==> src/rtl/irq_pkg.sv <==
// Shared constants and types for the interrupt request unit.
// Bit positions follow the IF register layout at 0xFF0F.
package irq_pkg;

   localparam logic [15:0] IF_ADDR_DEFAULT = 16'hFF0F;
   localparam logic [7:0]  IF_RST          = 8'h00;

   localparam int unsigned IRQ_VBLANK = 0;
   localparam int unsigned IRQ_STAT   = 1;
   localparam int unsigned IRQ_TIMER  = 2;
   localparam int unsigned IRQ_SERIAL = 3;
   localparam int unsigned IRQ_JOYPAD = 4;

   typedef enum logic {
      EDGE_RISE = 1'b0,
      EDGE_FALL = 1'b1
   } edge_pol_e;

endpackage

==> src/rtl/irq_edge_det.sv <==
// Single-line edge detector with optional input synchronizer.
// Output is a combinational pulse from registered state, gated by en_i.
module irq_edge_det
   import irq_pkg::*;
#(
   parameter edge_pol_e   POL   = EDGE_RISE,
   parameter int unsigned DEPTH = 0
) (
   input  logic clk,
   input  logic rst_n,
   input  logic en_i,
   input  logic sig_i,
   output logic set_pulse
);

   localparam logic IDLE = (POL == EDGE_FALL);

   logic cur;
   logic prev_q;

   generate
      if (DEPTH > 0) begin : g_sync
         logic [DEPTH-1:0] sync_q;

         always_ff @(posedge clk or negedge rst_n) begin
            if (!rst_n) begin
               sync_q <= '1;
            end else begin
               sync_q[0] <= sig_i;
               for (int k = 1; k < int'(DEPTH); k++) begin
                  sync_q[k] <= sync_q[k-1];
               end
            end
         end

         assign cur = sync_q[DEPTH-1];
      end else begin : g_nosync
         assign cur = sig_i;
      end
   endgenerate

   always_ff @(posedge clk or negedge rst_n) begin
      if (!rst_n) begin
         prev_q <= IDLE;
      end else begin
         prev_q <= cur;
      end
   end

   always_comb begin
      if (POL == EDGE_FALL) begin
         set_pulse = en_i & ~cur & prev_q;
      end else begin
         set_pulse = en_i & cur & ~prev_q;
      end
   end

endmodule

==> src/rtl/irq_request_unit.sv <==
// IF register (0xFF0F): latches peripheral edges into level requests,
// retires them on ack rising edges, and is readable/writable by the CPU.
module irq_request_unit
   import irq_pkg::*;
#(
   parameter logic [15:0] IF_ADDR         = IF_ADDR_DEFAULT,
   parameter int unsigned NUM_SRC         = 5,
   parameter int unsigned JOY_SYNC_STAGES = 2
) (
   input  logic        CLK,
   input  logic        nRES,
   input  logic [15:0] A,
   input  logic [7:0]  D_IN,
   output logic [7:0]  D_OUT,
   input  logic        RD,
   input  logic        WR,
   output logic        IF_SEL,
   input  logic        SRC_VBLANK,
   input  logic        SRC_STAT,
   input  logic        SRC_TIMER,
   input  logic        SRC_SERIAL,
   input  logic [3:0]  JOY_n,
   input  logic [7:0]  CPU_IRQ_ACK,
   output logic [7:0]  CPU_IRQ_TRIG
);

   logic [NUM_SRC-1:0] if_q, if_d;
   logic [NUM_SRC-1:0] ack_prev_q;
   logic [NUM_SRC-1:0] clr;
   logic [NUM_SRC-1:0] set;
   logic [4:0]         ev;
   logic [3:0]         joy_set;
   logic [3:0]         src_vec;
   logic               armed_q;
   logic               wr_en;
   logic               unused_ok;

   assign unused_ok = ^{D_IN[7:NUM_SRC], CPU_IRQ_ACK[7:NUM_SRC]};

   assign src_vec = {SRC_SERIAL, SRC_TIMER, SRC_STAT, SRC_VBLANK};

   // First clock after reset only loads prev flops; detection starts after.
   always_ff @(posedge CLK or negedge nRES) begin
      if (!nRES) begin
         armed_q <= 1'b0;
      end else begin
         armed_q <= 1'b1;
      end
   end

   genvar g;
   generate
      for (g = 0; g < 4; g++) begin : g_src
         irq_edge_det #(
            .POL   (EDGE_RISE),
            .DEPTH (0)
         ) u_src (
            .clk       (CLK),
            .rst_n     (nRES),
            .en_i      (armed_q),
            .sig_i     (src_vec[g]),
            .set_pulse (ev[g])
         );
      end

      for (g = 0; g < 4; g++) begin : g_joy
         irq_edge_det #(
            .POL   (EDGE_FALL),
            .DEPTH (JOY_SYNC_STAGES)
         ) u_joy (
            .clk       (CLK),
            .rst_n     (nRES),
            .en_i      (armed_q),
            .sig_i     (JOY_n[g]),
            .set_pulse (joy_set[g])
         );
      end
   endgenerate

   assign ev[IRQ_JOYPAD] = |joy_set;
   assign set            = ev[NUM_SRC-1:0];

   assign IF_SEL = (A == IF_ADDR);
   assign wr_en  = WR & IF_SEL;
   assign clr    = CPU_IRQ_ACK[NUM_SRC-1:0] & ~ack_prev_q;

   always_comb begin
      if_d = if_q;
      for (int i = 0; i < int'(NUM_SRC); i++) begin
         if (set[i]) begin
            if_d[i] = 1'b1;
         end else if (wr_en) begin
            if_d[i] = D_IN[i];
         end else if (clr[i]) begin
            if_d[i] = 1'b0;
         end
      end
   end

   always_ff @(posedge CLK or negedge nRES) begin
      if (!nRES) begin
         if_q       <= IF_RST[NUM_SRC-1:0];
         ack_prev_q <= '0;
      end else begin
         if_q       <= if_d;
         ack_prev_q <= CPU_IRQ_ACK[NUM_SRC-1:0];
      end
   end

   assign CPU_IRQ_TRIG = {{(8-NUM_SRC){1'b0}}, if_q};

   always_comb begin
      D_OUT = 8'hFF;
      if (IF_SEL && RD) begin
         D_OUT = {{(8-NUM_SRC){1'b1}}, if_q};
      end
   end

endmodule

==> config.mk <==
export PLATFORM = sky130hd
export DESIGN_NAME = irq_request_unit
export DESIGN_NICKNAME = d
export VERILOG_FILES = /design/src/rtl/irq_pkg.sv /design/src/rtl/irq_edge_det.sv /design/src/rtl/irq_request_unit.sv
export SDC_FILE = /design/constraint.sdc
export NUM_CORES = 1
export LEC_CHECK = 0
export CAP_MARGIN = 20
export CORE_MARGIN = 2
export CORE_UTILIZATION = 39
export CTS_CLUSTER_SIZE = 25
export DETAILED_ROUTE_END_ITERATION = 16
export PLACE_DENSITY = 0.88
export SLEW_MARGIN = 30
export SYNTH_ARGS = -nofsm -noshare
export SYNTH_HDL_FRONTEND = slang
export SYNTH_SLANG_ARGS = --single-unit
==> constraint.sdc <==
create_clock -name CLK -period 2.4 [get_ports CLK]
set_input_delay 0.36 -clock CLK [delete_from_list [all_inputs] [get_ports CLK]]
set_output_delay 0.36 -clock CLK [all_outputs]
set_load 0.05 [all_outputs]
**After elaboration in Yosys (flattened, before gate mapping)**

Cells that the tools add are included.

- Bits in registers: 27
- Bits in latches: 0
- Memory bits (writable): 0
- Bits in read-only memories: 0
- Input port bits: 44
- Output and inout bits: 17
- Logic and storage cells: 70
- Memories: 0

- Add/sub/neg operators: 0
- $mul: 0
- Div/mod/pow operators: 0
- Magnitude comparators: 0
- Eq/ne operators: 1
- Shift operators: 0
- Multiplexer cells: 16
- Bitwise gates (word level): 27
- Reduce and logical (&&, ||, !) cells: 7

Operators with widths:

| cell | number |
|---|---|
| $and A1 B1 Y1 | 17 |
| $eq A16 B16 Y1 const B | 1 |
| $mux W1 | 15 |
| $reduce_bool A3 Y1 | 5 |
| $not A1 Y1 | 8 |
| $and A5 B5 Y5 | 1 |
| $mux W5 | 1 |
| $not A5 Y5 | 1 |
| $reduce_or A4 Y1 | 1 |
| $logic_and A1 B1 Y1 | 1 |

**Logic depth before layout (Yosys ltp)**

- Depth in word-level cells: 5
- Depth in mapped cells: 4
- Depth with buffers taken out: 4

**By module**

A second synthesis with hierarchy kept.

- Cell total of the unflattened synthesis: 76
- Area, all modules: 1,038.5 µm²

Modules (own cells, without submodules):

| module | instances | cells an instance | area an instance (µm²) | sequential area each (µm²) |
|---|---|---|---|---|
| irq_request_unit | 1 | 52 | 553.0 | 275.3 |
| irq_edge_det at g_joy[0].u_joy ... | 4 | 4 | 87.6 | 78.8 |
| irq_edge_det at g_src[0].u_src ... | 4 | 2 | 33.8 | 25.0 |

**Least setup slack after synthesis**

Ideal clock, no wire load.

- Path type: input to output
- From: input A[5]
- To: output D_OUT[0]
- Arrival: 2.175 ns
- Data required time: 2.040 ns
- Path slack: -0.135 ns
- Cell stages on the path: 4
- Path buffers: 0
- Path through: or4b_4 > nor4_4 > nand2_2 > or2_1

- Word-level cells in the longest chain between the ends: 3

RTL lines:

| item | RTL line | source |
|---|---|---|
| start, declared | irq_request_unit.sv:12 | `input logic [15:0] A,` |
| $eq A16 B16 Y1 | irq_request_unit.sv:83 | `assign IF_SEL = (A == IF_ADDR);` |
| net IF_SEL | irq_request_unit.sv:17 | `output logic IF_SEL,` |
| $logic_and A1 B1 Y1 | irq_request_unit.sv:114 | `if (IF_SEL && RD) begin` |
| $mux W5 | irq_request_unit.sv:114 |  |
| end, declared | irq_request_unit.sv:14 | `output logic [7:0] D_OUT,` |

The timed path passes the listed nets, and every way through them passes these cells.

**Worst setup path after layout**

- From: input A[6]
- To: output D_OUT[1]

- Word-level cells in the longest chain between the ends: 3

RTL lines:

| item | RTL line |
|---|---|
| $eq A16 B16 Y1 | irq_request_unit.sv:83 |
| $logic_and A1 B1 Y1 | irq_request_unit.sv:114 |
| $mux W5 | irq_request_unit.sv:114 |

No other way between the ends.

==> qor_table.md <==
| Quantity | Reported | Unit |
|:---|:---|:---|
| Detailed-route via count | 738 | - |
| Antenna viol nets, final | 0 | - |
| Critical Path Sink Type | primary output | - |
| Post-route DRC | 0 | - |
| Required time worst endpoint | 2.04 | ns |
| H-tree levels | 1 | - |
| Master cell of the clock root buffer | sky130_fd_sc_hd__clkbuf_4 | - |
| Gr ovfl total | 0 | - |
| Final cell utilization of the core | 62.6 | % |
| Result of the run | completed | - |
| Maximum number of pins on one net before global-route repair | 28 | - |
| Leakage dissipation | 0.677 | nW |
| Worst-Margin Slew | 0.498 | ns |
| Sum of buffers and inverters on the critical path | 2 | - |
| Finished layout cell area | 1550 | um2 |
| Final clock period utilization by the worst path | 92.8 | % |
| Cell area after synthesis | 1010 | um2 |
| Post-Place Setup Slack | -0.0252 | ns |
| Total Routing Usage GR | 16.0 | % |
| Detailed-placement wirelength estimate | 1750 | um |
| Number of antenna violations at the first check in global routing | 0 | - |
| Count of max-cap constraint violations | 0 | - |
| Distinct cell type count of the synthesized netlist | 20 | - |
| Kind of launch point of the worst setup path | input pin | - |
| Final estimated routing congestion in global placement | 0.727 | - |
| Sequential standard cell area | 691 | um2 |
| Maximum net fanout on the critical path | 5 | - |
| Skew final | 0.00176 | ns |
| Clock transition time at the flip-flop clock pins of the worst setup and hold paths | 0.13 | ns |
| Width of the chip | 54.9 | um |
| Via/cell ratio | 4.45 | - |
| Number of clock sinks | 27 | - |
| Quantity of I/O buffers inserted on ports | 48 | - |
| Layout fillers | 212 | - |
| Final-report max-slew violation count | 0 | - |
| Final Hold Vio Count | 0 | - |
| Starting Density | 40.9 | % |
| CP max-delay cell | sky130_fd_sc_hd__clkdlybuf4s50_1 | - |
| Per-instance average area after synthesis | 12.2 | um2 |
| First-iteration detailed-routing DRC count | 1 | - |
| Maximum achievable frequency | 0.449 | GHz |
| Total placed instance area | 1520 | um2 |
| Kind of cell adding the most delay to the critical path | simple AND/OR/NAND/NOR gates | - |
| CTS tree | yes | - |
| Relative slew margins | 66.7 | % |
| Synthesis-to-layout area growth | 53.2 | % |
| Final count of negative-setup-slack endpoints | 0 | - |
| Std-Cell Core Area | 2480 | um2 |
| VDD IR-drop max | 527 | uV |
| Power per standard cell area | 558 | nW/um2 |
| Number of global-route vias before repair | 748 | - |
| Tightest Hold Check Type | reg -> reg | - |
| Count of antenna diodes in the layout | 0 | - |
| Slowest Stage Delay on Critical Path | 0.41 | ns |
| Maximum buffer depth of the clock tree | 2 | - |
| Critical path cell sequence | clkdlybuf4s50_1 > nand4b_1 > nor4_4 > nand2_2 > or2_1 > buf_6 | - |
| Smallest setup slack after layout | 0.174 | ns |
| Num CTS Buffers | 3 | - |
| Crit path arrival time | 1.87 | ns |
| Hold slack | 0.365 | ns |
| Total number of placement rows | 18 | - |
| Multi-input logic area | 262 | um2 |
| Layout cells sized above 1 | 19.9 | % |
| Class of the most critical setup path | in -> out | - |
| Share of the yosys chip area belonging to registers | 68.2 | % |
| Initial DRT Pass Iterations | 3 | - |
| I/O pin count | 61 | - |
| Clock insertion delay at the later pin of the skew report | 0.32 | ns |
| Number of warning messages in the yosys log | 0 | - |
| Unrepaired setup endpoints after global routing | false | - |
| Total number of nets in the final design | 181 | - |
| Area of the die | 3020 | um2 |
| Synth Instances | 83 | - |
| First-pass GRT wire length | 3260 | um |
| Die Y-Extent | 54.9 | um |
| Post-Route WL | 2080 | um |
| Detailed-route wire length per cell | 12.5 | um |
| FF+latch count, synth | 27 | - |
| Post-layout minimum cycle time | 2.23 | ns |
| Hold Buf Count CTS | 0 | - |
[flip-flops by register name (all words and copies together), names as in the netlist]
register,flops
ack_prev_q,5
armed_q,1
g_joy.u_joy.g_sync.sync_q,8
g_joy.u_joy.prev_q,4
g_src.u_src.prev_q,4
if_q,5
[routing by layer]
layer	GRT usage [%]	up-vias	routed length [um]
met5	0	-	0
met4	3.66	0	29
met3	6.45	5	156
met2	32.1	30	1190
met1	14.7	334	710
li1	-	369	-
[layout by cell type, fill, tap and decap left out]
cell type / netlist / final
sky130_fd_sc_hd__buf_6: 0 / 3
sky130_fd_sc_hd__o21ai_1: 4 / 4
sky130_fd_sc_hd__dlygate4sd2_1: 0 / 4
sky130_fd_sc_hd__o22ai_1: 2 / 2
sky130_fd_sc_hd__a31oi_1: 4 / 4
sky130_fd_sc_hd__clkbuf_4: 0 / 3
sky130_fd_sc_hd__nor4_4: 1 / 1
sky130_fd_sc_hd__nor2_1: 4 / 4
sky130_fd_sc_hd__nand4_1: 2 / 2
sky130_fd_sc_hd__nand4b_1: 1 / 1
sky130_fd_sc_hd__nand3_1: 2 / 2
sky130_fd_sc_hd__conb_1: 2 / 7
sky130_fd_sc_hd__and2_1: 1 / 1
sky130_fd_sc_hd__buf_12: 0 / 1
sky130_fd_sc_hd__or4b_4: 1 / 1
sky130_fd_sc_hd__or2_1: 5 / 5
sky130_fd_sc_hd__a21o_1: 1 / 1
sky130_fd_sc_hd__clkinv_2: 0 / 1
sky130_fd_sc_hd__o21ai_0: 6 / 6
sky130_fd_sc_hd__inv_1: 9 / 9
sky130_fd_sc_hd__dfrtp_1: 15 / 15
sky130_fd_sc_hd__clkdlybuf4s50_1: 0 / 38
sky130_fd_sc_hd__nand2_1: 4 / 4
sky130_fd_sc_hd__dfstp_2: 12 / 12
sky130_fd_sc_hd__nand2_2: 1 / 1
sky130_fd_sc_hd__buf_4: 6 / 4
[cells by family after synthesis]
family | after synthesis | synth area share (%)
flip-flops | 27 | 68.2
AND/OR/NAND/NOR | 22 | 13.8
other | 2 | 0.742
AO/OA/AOI/OAI | 17 | 9.39
buffers and inverters | 15 | 7.79
[cell type report]
class | count | area share [%]
clock buffer | 3 | 1.45
clock inverter | 1 | 0.323
inverter | 9 | 2.18
multi-input combinational | 46 | 16.9
sequential | 27 | 44.6
tap | 30 | 2.42
timing repair buffer | 50 | 32.2
[cells in the mapped netlist, drive strengths merged]
library cell / count / area, um2
nand3: 2 / 10.0
dfstp: 12 / 315
nor2: 4 / 15.0
buf: 6 / 45.0
dfrtp: 15 / 375
or4b: 1 / 13.8
nand2: 5 / 21.3
inv: 9 / 33.8
conb: 2 / 7.51
a31oi: 4 / 25.0
o21ai: 10 / 50.1
nor4: 1 / 21.3
and2: 1 / 6.26
o22ai: 2 / 12.5
a21o: 1 / 7.51
nand4b: 1 / 8.76
nand4: 2 / 12.5
or2: 5 / 31.3
[through the flow]
stage / power, mW / TNS [ns] / std cells
floorplan: 0.597 / -0.676 / 88
global placement: 0.685 / 0 / 162
detailed placement: 0.692 / -0.0463 / 162
CTS: 0.877 / 0 / 166
global route: 0.910 / 0 / 166
finish: 0.865 / 0 / 166
[where the power goes]
part / internal, mW / total, mW / leakage, nW / switching, mW
logic: 0.0802 / 0.175 / 0.357 / 0.0950
registers: 0.492 / 0.505 / 0.303 / 0.0131
clock network: 0.0625 / 0.185 / 0.0177 / 0.123
[worst paths after layout]
path / startpoint / end / slack [ns] / cells after the start
setup / recovery: A[6] / D_OUT[1] / 0.17 / 6
hold / removal: g_joy[1].u_joy.g_sync.sync_q[0]$_DFF_PN1_ / g_joy[1].u_joy.g_sync.sync_q[1]$_DFF_PN1_ / 0.36 / 0
setup reg to reg: g_joy[0].u_joy.g_sync.sync_q[1]$_DFF_PN1_ / if_q[4]$_DFFE_PN0P_ / 1.38 / 3
hold reg to reg: g_joy[1].u_joy.g_sync.sync_q[0]$_DFF_PN1_ / g_joy[1].u_joy.g_sync.sync_q[1]$_DFF_PN1_ / 0.36 / 0
max in group asynchronous: nRES / g_joy[2].u_joy.g_sync.sync_q[1]$_DFF_PN1_ / 1.72 / 2
min in group asynchronous: nRES / armed_q$_DFF_PN0_ / 0.39 / 2
[repair_timing]
item / CTS / global route
pin swaps: 4 / 1
gates resized for setup: 7 / 0
setup endpoints to repair: 5 / 1
setup buffers: 0 / 0
endpoints found under the hold margin: 0 / 0
No activity file was read; power rests on OpenSTA's default activity.
==> RTL edit 1 (same settings) <==
The parameter `JOY_SYNC_STAGES` goes from 2 to 1.
--- a/src/rtl/irq_request_unit.sv
+++ b/src/rtl/irq_request_unit.sv
@@ -5,7 +5,7 @@
 #(
    parameter logic [15:0] IF_ADDR         = IF_ADDR_DEFAULT,
    parameter int unsigned NUM_SRC         = 5,
-   parameter int unsigned JOY_SYNC_STAGES = 2
+   parameter int unsigned JOY_SYNC_STAGES = 1
 ) (
    input  logic        CLK,
    input  logic        nRES,
Formal check against the unedited RTL: not equivalent (a bounded check fails within 4 cycles, from zero or initial values).
==> RTL edit 1 against the unedited design <==
Clock skew rose by 0.0063 ns. Design area fell by 6.1%. Core utilization rose by 3.3 points. Highest routed layer unchanged. Count of clock-buffer cells in the layout rose by 1. Power fell by 10%. Via count fell by 2.0%. Worst setup slack got worse by 0.071 ns. Area after synthesis fell by 10%. Routed wire length fell by 5.8%. Sequential cell count fell by 4. Clock power fell by 6%. Non-clock buffer count rose by 1. Largest power group unchanged. Global-route usage rose by 0.15 points. Die area fell by 9.6%.
==> RTL edit 1: results (changes against the unedited design) <==
| Quantity | Value | Unit | vs unedited |
|---|---|---|---|
| Number of nets in the layout | 178 | - | -1.7% |
| Detailed router's first-iteration violation count | 2 | - | +1 |
| Max Clock Freq | 435 | MHz | -3.1% |
| Compound-Gate Fraction of Synth Area | 10.5 | % | +1.1 points |
| Routability congestion estimate | 0.775 | - | +6.6% |
| IR drop worst, VDD | 0.379 | mV | -28% |
| Wire length on met2 | 1090 | µm | -7.8% |
| Vias after detailed routing | 723 | - | -2.0% |
| Leading post-synthesis cells by cell area | dfrtp_1 41%, dfstp_2 23%, buf_4 5.0%, inv_1 3.7%, or2_1 3.4% | - |  |
| Met3 usage | 3.71 | % | -2.7 points |
| Fraction of layout instances using a drive strength above 1 | 17.3 | % | -2.6 points |
| End point of the critical path | D_OUT[4] | - |  |
| Worst reg2reg startpoint | g_joy[0].u_joy.cur | - |  |
| Detailed-routing wirelength on met1 | 698 | µm | -1.7% |
| Net switching power | 214 | µW | -7.2% |
| Top flop regs | ack_prev_q: 5 flops, if_q: 5 flops | - |  |
| Global-route met1 utilization | 14.7 | % | -0.031 points |
| Number of cells upsized or downsized after cts | 9 | - | +2 |
| Pleak | 0.642 | nW | -5.3% |
| GRT Overall Usage | 16.2 | % | +0.15 points |
| Pin count of the biggest net entering global routing | 24 | - | -14% |
| CP startpoint | A[7] | - |  |
| Arrival time worst endpoint | 1.94 | ns | +0.07 ns |
| Top cells by count, synth | 15 x dfrtp_1, 9 x inv_1, 8 x dfstp_2 | - |  |
| Result of the run | finished, final reports clean | - |  |
| Total clock network power | 173 | µW | -6% |
| Sequential element share of the synthesized area | 64.6 | % | -3.7 points |
| Crit path largest cell delay | 0.54 | ns | +0.13 ns |
| Met2 Resource Use GR | 29.7 | % | -2.4 points |
| Rel. slew slack | 66.8 | % | +0.13 points |
==> RTL edit 1: changes by cell type in the layout (fill, tap and decap cells not counted), sizes merged <==
cell / change
buf: +1
dfstp: -4
clkinv: -1
clkbuf: +1
==> RTL edit 1: per-stage QoR <==
| stage | hold WS [ns] | utilization, % | total power, mW | cells |
|---|---|---|---|---|
| after global routing | 0.379 | 65.8 | 0.819 | 161 |
| after global placement | 0.356 | 63.7 | 0.609 | 156 |
| after detailed placement | 0.359 | 63.7 | 0.616 | 156 |
| after floorplan | 0.0644 | - | 0.522 | 84 |
| after CTS | 0.370 | 65.8 | 0.790 | 161 |
| final | 0.371 | 65.8 | 0.778 | 161 |
==> RTL edit 1: final cells by class <==
cell class / count / area [µm²] / share of cell area [%]
clock buffer: 4 / 26.3 / 1.80
multi-input combinational: 46 / 262 / 18.0
sequential: 23 / 586 / 40.2
tap: 28 / 35.0 / 2.41
timing repair buffer: 51 / 514 / 35.3
inverter: 9 / 33.8 / 2.32
